--- src/rtl/keypad_pkg.sv ---
// rtl/keypad_pkg.sv - shared types, sizes and encoder helpers for the keypad scanner
// Contents: scanner state enum, matrix dimensions, row-drive reset value,
//           one-hot row index encoder and lowest-set-column encoder.
package keypad_pkg;

    localparam int ROWS       = 4;
    localparam int COLS       = 4;
    localparam int KEY_CODE_W = 4;

    localparam logic [ROWS-1:0] ROW_SEL_RESET = 4'b0001;

    typedef enum logic [1:0] {
        SCAN     = 2'd0,
        DEBOUNCE = 2'd1,
        PRESSED  = 2'd2
    } state_e;

    // row_sel is always one-hot, so a plain OR encoder is sufficient.
    function automatic logic [1:0] onehot_to_idx(input logic [ROWS-1:0] oh);
        return {oh[3] | oh[2], oh[3] | oh[1]};
    endfunction

    // Several closed columns in one row resolve to the lowest column.
    function automatic logic [1:0] lowest_col_idx(input logic [COLS-1:0] cols);
        logic [1:0] idx;
        if (cols[0])      idx = 2'd0;
        else if (cols[1]) idx = 2'd1;
        else if (cols[2]) idx = 2'd2;
        else              idx = 2'd3;
        return idx;
    endfunction

endpackage

--- src/rtl/keypad_tick_gen.sv ---
// rtl/keypad_tick_gen.sv - clock-enable divider producing one scan tick every DIV clk cycles
// Ports: clk  - system clock
//        rst  - asynchronous active-low reset (counter returns to 0)
//        tick - single-cycle enable, high while the counter equals DIV-1
module keypad_tick_gen #(
    parameter int DIV = 4
) (
    input  logic clk,
    input  logic rst,
    output logic tick
);

    localparam int CW = (DIV > 1) ? $clog2(DIV) : 1;

    logic [CW-1:0] cnt_q, cnt_d;

    assign tick = (cnt_q == CW'(DIV - 1));

    always_comb begin
        cnt_d = tick ? '0 : cnt_q + CW'(1);
    end

    always_ff @(posedge clk or negedge rst) begin
        if (!rst) cnt_q <= '0;
        else      cnt_q <= cnt_d;
    end

endmodule

--- src/rtl/keypad_scanner.sv ---
// rtl/keypad_scanner.sv - 4x4 matrix keypad scanner with debounce and single key events
// Ports: clk       - system clock
//        rst       - asynchronous active-low reset
//        col_in    - column lines, active-high, asynchronous to clk
//        row_sel   - one-hot active-high row drive
//        key_code  - {row_idx, col_idx} of the last accepted key
//        key_valid - one-cycle pulse per accepted key event
//        key_held  - high while the accepted key remains pressed
// Optional macro KEYPAD_AUTOREPEAT_EN: re-pulses key_valid every REPEAT_TICKS
// ticks while the same column pattern stays held.
module keypad_scanner
    import keypad_pkg::*;
#(
    parameter int SCAN_DIV       = 100000,
    parameter int DEBOUNCE_TICKS = 10,
    parameter int REPEAT_TICKS   = 50
) (
    input  logic                  clk,
    input  logic                  rst,
    input  logic [COLS-1:0]       col_in,
    output logic [ROWS-1:0]       row_sel,
    output logic [KEY_CODE_W-1:0] key_code,
    output logic                  key_valid,
    output logic                  key_held
);

    localparam int              DW        = $clog2(DEBOUNCE_TICKS + 2);
    localparam logic [DW-1:0]   DEB_LIMIT = DW'(DEBOUNCE_TICKS);

    logic tick;

    keypad_tick_gen #(.DIV(SCAN_DIV)) u_tick (
        .clk  (clk),
        .rst  (rst),
        .tick (tick)
    );

    state_e                  state_q, state_d;
    logic [COLS-1:0]         col_meta_q, col_meta_d;
    logic [COLS-1:0]         col_s_q, col_s_d;
    logic [ROWS-1:0]         row_sel_q, row_sel_d;
    logic [1:0]              row_idx_q, row_idx_d;
    logic [1:0]              col_idx_q, col_idx_d;
    logic [COLS-1:0]         pat_q, pat_d;
    logic [DW-1:0]           deb_cnt_q, deb_cnt_d;
    logic [KEY_CODE_W-1:0]   key_code_q, key_code_d;
    logic                    key_valid_q, key_valid_d;
    logic                    key_held_q, key_held_d;

    logic [DW-1:0] deb_inc;
    logic          col_idle;
    logic          col_match;
    logic          accept;
    logic          release_done;
    logic          repeat_fire;

    assign deb_inc   = deb_cnt_q + DW'(1);
    assign col_idle  = (col_s_q == '0);
    assign col_match = (col_s_q == pat_q);

    // The detection tick already counts as the first stable sample, so the
    // acceptance test can only fire from DEBOUNCE (never on the detection tick).
    assign accept       = tick && (state_q == DEBOUNCE) && col_match && (deb_inc >= DEB_LIMIT);
    assign release_done = tick && (state_q == PRESSED) && col_idle && (deb_inc >= DEB_LIMIT);

`ifdef KEYPAD_AUTOREPEAT_EN
    localparam int RW = $clog2(REPEAT_TICKS + 1);

    logic [RW-1:0] rep_cnt_q, rep_cnt_d;
    logic [RW-1:0] rep_inc;

    assign rep_inc = rep_cnt_q + RW'(1);

    always_comb begin
        rep_cnt_d   = rep_cnt_q;
        repeat_fire = 1'b0;
        if (accept) begin
            rep_cnt_d = '0;
        end else if (tick && (state_q == PRESSED)) begin
            if (!col_match) begin
                rep_cnt_d = '0;
            end else if (rep_inc == RW'(REPEAT_TICKS)) begin
                rep_cnt_d   = '0;
                repeat_fire = 1'b1;
            end else begin
                rep_cnt_d = rep_inc;
            end
        end
    end

    always_ff @(posedge clk or negedge rst) begin
        if (!rst) rep_cnt_q <= '0;
        else      rep_cnt_q <= rep_cnt_d;
    end
`else
    logic unused_repeat_ticks;
    assign unused_repeat_ticks = ^REPEAT_TICKS;
    assign repeat_fire         = 1'b0;
`endif

    // State register.
    always_ff @(posedge clk or negedge rst) begin
        if (!rst) state_q <= SCAN;
        else      state_q <= state_d;
    end

    // Next-state logic.
    always_comb begin
        state_d = state_q;
        if (tick) begin
            case (state_q)
                SCAN:     if (!col_idle) state_d = DEBOUNCE;
                DEBOUNCE: begin
                    if (!col_match)  state_d = SCAN;
                    else if (accept) state_d = PRESSED;
                end
                PRESSED:  if (release_done) state_d = SCAN;
                default:  state_d = SCAN;
            endcase
        end
    end

    // Datapath / output logic.
    always_comb begin
        col_meta_d  = col_in;
        col_s_d     = col_meta_q;
        row_sel_d   = row_sel_q;
        row_idx_d   = row_idx_q;
        col_idx_d   = col_idx_q;
        pat_d       = pat_q;
        deb_cnt_d   = deb_cnt_q;
        key_code_d  = key_code_q;
        key_held_d  = key_held_q;
        key_valid_d = repeat_fire;

        if (tick) begin
            case (state_q)
                SCAN: begin
                    if (col_idle) begin
                        row_sel_d = {row_sel_q[ROWS-2:0], row_sel_q[ROWS-1]};
                    end else begin
                        row_idx_d = onehot_to_idx(row_sel_q);
                        col_idx_d = lowest_col_idx(col_s_q);
                        pat_d     = col_s_q;
                        deb_cnt_d = DW'(1);
                    end
                end
                DEBOUNCE: begin
                    if (accept) begin
                        key_code_d  = {row_idx_q, col_idx_q};
                        key_valid_d = 1'b1;
                        key_held_d  = 1'b1;
                        deb_cnt_d   = '0;
                    end else if (col_match) begin
                        deb_cnt_d = deb_inc;
                    end
                end
                PRESSED: begin
                    // deb_cnt doubles as the release counter here.
                    if (release_done) begin
                        key_held_d = 1'b0;
                        deb_cnt_d  = '0;
                    end else if (col_idle) begin
                        deb_cnt_d = deb_inc;
                    end else begin
                        deb_cnt_d = '0;
                    end
                end
                default: ;
            endcase
        end
    end

    always_ff @(posedge clk or negedge rst) begin
        if (!rst) begin
            col_meta_q  <= '0;
            col_s_q     <= '0;
            row_sel_q   <= ROW_SEL_RESET;
            row_idx_q   <= '0;
            col_idx_q   <= '0;
            pat_q       <= '0;
            deb_cnt_q   <= '0;
            key_code_q  <= '0;
            key_valid_q <= 1'b0;
            key_held_q  <= 1'b0;
        end else begin
            col_meta_q  <= col_meta_d;
            col_s_q     <= col_s_d;
            row_sel_q   <= row_sel_d;
            row_idx_q   <= row_idx_d;
            col_idx_q   <= col_idx_d;
            pat_q       <= pat_d;
            deb_cnt_q   <= deb_cnt_d;
            key_code_q  <= key_code_d;
            key_valid_q <= key_valid_d;
            key_held_q  <= key_held_d;
        end
    end

    assign row_sel   = row_sel_q;
    assign key_code  = key_code_q;
    assign key_valid = key_valid_q;
    assign key_held  = key_held_q;

endmodule

--- config.mk ---
export PLATFORM = sky130hd
export DESIGN_NAME = keypad_scanner
export DESIGN_NICKNAME = d
export VERILOG_FILES = /design/src/rtl/keypad_pkg.sv /design/src/rtl/keypad_tick_gen.sv /design/src/rtl/keypad_scanner.sv
export SDC_FILE = /design/constraint.sdc
export NUM_CORES = 1
export LEC_CHECK = 0
export ABC_CLOCK_PERIOD_IN_PS = 2400
export BUFFER_PORTS_ARGS = -buffer_cell sky130_fd_sc_hd__buf_2
export CORE_ASPECT_RATIO = 0.9
export CORE_MARGIN = 3
export CORE_UTILIZATION = 59
export DETAILED_ROUTE_END_ITERATION = 10
export HOLD_SLACK_MARGIN = 0.15
export PLACE_DENSITY = 0.81
export SLEW_MARGIN = 20
export SYNTH_ARGS = -nofsm -noshare
export SYNTH_HDL_FRONTEND = slang
export SYNTH_SLANG_ARGS = --single-unit
--- constraint.sdc ---
create_clock -name clk -period 2.4 [get_ports clk]
set_input_delay 0.24 -clock clk [delete_from_list [all_inputs] [get_ports clk]]
set_output_delay 0.24 -clock clk [all_outputs]
set_load 0.005 [all_outputs]
==> flow_summary.json <==
{
  "outcome": "completed",
  "worstMarginPinSlew_ns": 0.628,
  "number_of_synthesized_flops_with_an_enable_pin": 0,
  "clock_tree.htree_level_count": 2,
  "syn_inst": 190,
  "floorplan.die.width_um": 72.5,
  "vias": 1521,
  "hold_violations": 0,
  "async_reset_ff_share_pct": 100,
  "post_syn_nets": 203,
  "crit_fanout": 6,
  "yosys_register_bits": 49,
  "area_of_all_sequential_standard_cells_um2": 1230,
  "synth.yosys.seq_area_share_pct": 52.2,
  "period_needed_ns": 2.20,
  "synthesis.area_um2": 2350,
  "num_rows": 21,
  "first_global_vias": 1531,
  "worst_case_clock_skew_ns": 0.00448,
  "postRouteAntennaNets": 0,
  "initial_utilization_pct": 62.1,
  "post_drt_wl_per_cell_um": 15.8,
  "worst_slew_margin_rel_pct": 58.0,
  "path_cells": "inv_1, ha_1, and2b_2, a2111oi_0, and3_1, mux2_1",
  "power.switching_fraction_pct": 19.9,
  "slew_violations": 0,
  "netlist_top_cells_area": "sky130_fd_sc_hd__dfrtp_1, sky130_fd_sc_hd__xnor2_1, sky130_fd_sc_hd__ha_1, sky130_fd_sc_hd__mux2_2, sky130_fd_sc_hd__xor2_1",
  "cts.reportedPaths.clkPinSlew_ns": 0.08,
  "powerDensity_nw_per_um2": 559,
  "totalNegativeSetupSlack_ns": 0,
  "worst_ir_drop_vdd_mv": 0.542,
  "power.share.sequential_pct": 56.6,
  "max-cap-violations": 0,
  "worst_hold_slack_ns": 0.358,
  "path_class": "flip-flop to flip-flop",
  "critPathArrivalTime_ns": 2.38,
  "final_net_count": 230,
  "dieArea_um2": 4780,
  "final_layout_size_suffix_gt1_share_pct": 22.5,
  "tritoncts_clock_tree": "yes",
  "boundaryPins": 16,
  "cp_top_family": "simple AND/OR/NAND/NOR gates",
  "max-clock-path-buffers": 2,
  "cts_setup_buffers": 0,
  "antenna_found_initial": 0,
  "grt_first_pass_wirelength_um": 7180,
  "post_cts_hold_buffer_count": 5,
  "grt.overflow.total": 0,
  "netlist.top_cell.by_area": "sky130_fd_sc_hd__dfrtp_1",
  "drt_first_pass_iters": 4,
  "cts.sinks": 49,
  "coreArea_um2": 3780,
  "worstHoldPathType": "flip-flop to flip-flop",
  "cp.required_ns": 2.59,
  "share_comb_of_total_power_pct": 2.6,
  "timing.final.setup_violations": 0,
  "fmax_mhz": 456,
  "clock_insertion_delay_worst_skew_ns": 0.30,
  "power.net_switching_mw": 0.295,
  "drt_drc_violations_left": 0,
  "layout-area-overhead-vs-synth_pct": 12.7,
  "synth.top_cell.area_share_pct": 51.1,
  "synth.yosys.warnings": 0,
  "drt_iter0_markers": 56,
  "grt.total_usage_pct": 19.9,
  "p_clk_share_pct": 40.8,
  "grt_setup_unrepaired": "false",
  "cellInternalPower_mw": 1.19,
  "cts_made_buffers": 5,
  "cts.root.buffer_cell": "sky130_fd_sc_hd__clkbuf_8",
  "wl_um": 4180,
  "critical_path.endpoint_type": "flip-flop",
  "dp_hpwl_um": 3030,
  "final.period_utilization_pct": 91.5,
  "portBuffers": 15,
  "cellLeakagePower_nw": 1.19,
  "worst-path-buf-inv": 1,
  "num-fill-cells": 276,
  "viasPerCell": 5.76,
  "post_synth.cell_area_avg_um2": 12.4,
  "worst_path_max_delay_cell": "sky130_fd_sc_hd__dfrtp_1",
  "largest_net_degree_at_the_start_of_global_routing": 19,
  "multi_input_area_um2": 1070,
  "place_congestion": 0.831,
  "diodes": 0,
  "setup.worst_path.start_class": "flip-flop",
  "ctsResizeCount": 0,
  "synth.lib_cells_used.distinct": 56,
  "critPathMaxStageDelay_ns": 0.45,
  "chip_height_um": 65.9,
  "dominantRegCellSynth": "sky130_fd_sc_hd__dfrtp_1"
}
## logic make-up after synthesis
group                      after synthesis  share of synthesized area [%]
and+or+nand+nor                         62                           16.9
adders and majority gates                7                           3.73
xor gates and xnor gates                20                           7.77
buffers and inverters                   10                           2.13
DFF                                     49                           52.2
AOI/OAI and AO/OA                       31                           12.1
muxes                                   11                           5.22
## stage by stage
step                util, %  power (mW)  instances  cell area, µm²  setup slack, ns
global route           70.0        1.54        264            2650           0.0410
floorplan                 -       0.864        190            2350            0.428
detailed placement     65.6       0.890        251            2480            0.228
finish                 70.0        1.48        264            2650            0.205
global placement       65.6       0.887        251            2480            0.316
CTS                    70.0        1.50        264            2650            0.197
## final cells by class
cell class | instances | area share [%]
clock inverter | 1 | 1.13
inverter | 7 | 0.992
multi-input combinational | 131 | 40.5
clock buffer | 7 | 3.26
timing repair buffer | 23 | 5.57
sequential | 49 | 46.3
tap | 46 | 2.17
## power by group through the flow
stage / clock, mW / sequential (mW) / combinational, mW
after floorplan: 0 / 0.854 / 0.00980
after global placement: 0 / 0.855 / 0.0324
after detailed placement: 0 / 0.856 / 0.0338
after CTS: 0.617 / 0.839 / 0.0400
after global routing: 0.657 / 0.841 / 0.0436
final: 0.604 / 0.839 / 0.0386
## worst paths after layout
kind,startpoint,endpoint,slack (ns),depth (start not counted)
worst max-delay path,deb_cnt_q[1]$_DFFE_PN0P_,key_code[2]$_DFFE_PN0P_,0.20,6
worst min-delay path,col_meta_q[0]$_DFF_PN0_,col_s_q[0]$_DFF_PN0_,0.36,0
worst max register to register,deb_cnt_q[1]$_DFFE_PN0P_,key_code[2]$_DFFE_PN0P_,0.20,6
worst min register to register,col_meta_q[0]$_DFF_PN0_,col_s_q[0]$_DFF_PN0_,0.36,0
max in group asynchronous,rst,col_s_q[3]$_DFF_PN0_,1.43,3
min in group asynchronous,rst,row_idx_q[1]$_DFFE_PN0P_,0.41,2
## Yosys cell counts (all sizes together), types with 3 or more instances
| cell | number |
|---|---|
| a2111oi | 3 |
| a21oi | 4 |
| a22o | 3 |
| a31oi | 3 |
| and2 | 3 |
| and2b | 3 |
| and3 | 3 |
| and4 | 3 |
| buf | 3 |
| dfrtp | 48 |
| ha | 7 |
| inv | 7 |
| mux2 | 10 |
| nand2 | 9 |
| nand3 | 8 |
| nand4 | 6 |
| nor2 | 14 |
| o21ai | 4 |
| xnor2 | 12 |
| xor2 | 8 |
## cell usage in the layout (no fill, tap or decap), drive strengths merged, types with 2 or more instances in the layout
cell and instances:
nand4 6, a2111oi 3, clkbuf 7, xor2 8, a211o 2, or2 2, nor3 2, a22o 3
nand2 9, buf 18, o2111ai 2, a21o 2, dfrtp 48, nor4 2, inv 7, and3 3
and2 3, and2b 3, o21ai 4, and4 3, ha 7, mux2 10, nand3 8, xnor2 12
dlygate4sd3 5, a21oi 4, nor2 14, a31oi 3
## worst reg2reg max path, stage by stage, from the launching register on
cell                        delay (ns)
sky130_fd_sc_hd__dfrtp_1          0.45
sky130_fd_sc_hd__inv_1            0.07
sky130_fd_sc_hd__ha_1             0.29
sky130_fd_sc_hd__and2b_2          0.22
sky130_fd_sc_hd__a2111oi_0        0.33
sky130_fd_sc_hd__and3_1           0.36
sky130_fd_sc_hd__mux2_1           0.36
## flip-flops by register name, indices dropped and copies added (netlist names)
name / flops
state_q: 2
col_meta_q: 4
col_idx_q: 2
key_held: 1
u_tick.cnt_q: 17
col_s_q: 4
pat_q: 4
row_sel: 4
key_code: 4
key_valid: 1
deb_cnt_q: 4
row_idx_q: 2
## per-layer routing
metal	wire (µm)	part of all wire, %	vias to the layer above	track usage (%)
li1	-	-	734	-
met4	49	1.2	0	6.91
met1	1980	47	751	26.8
met5	0	0	-	0
met2	1990	48	31	30.6
met3	163	3.9	5	6.23
No activity file was read; power rests on OpenSTA's default activity.
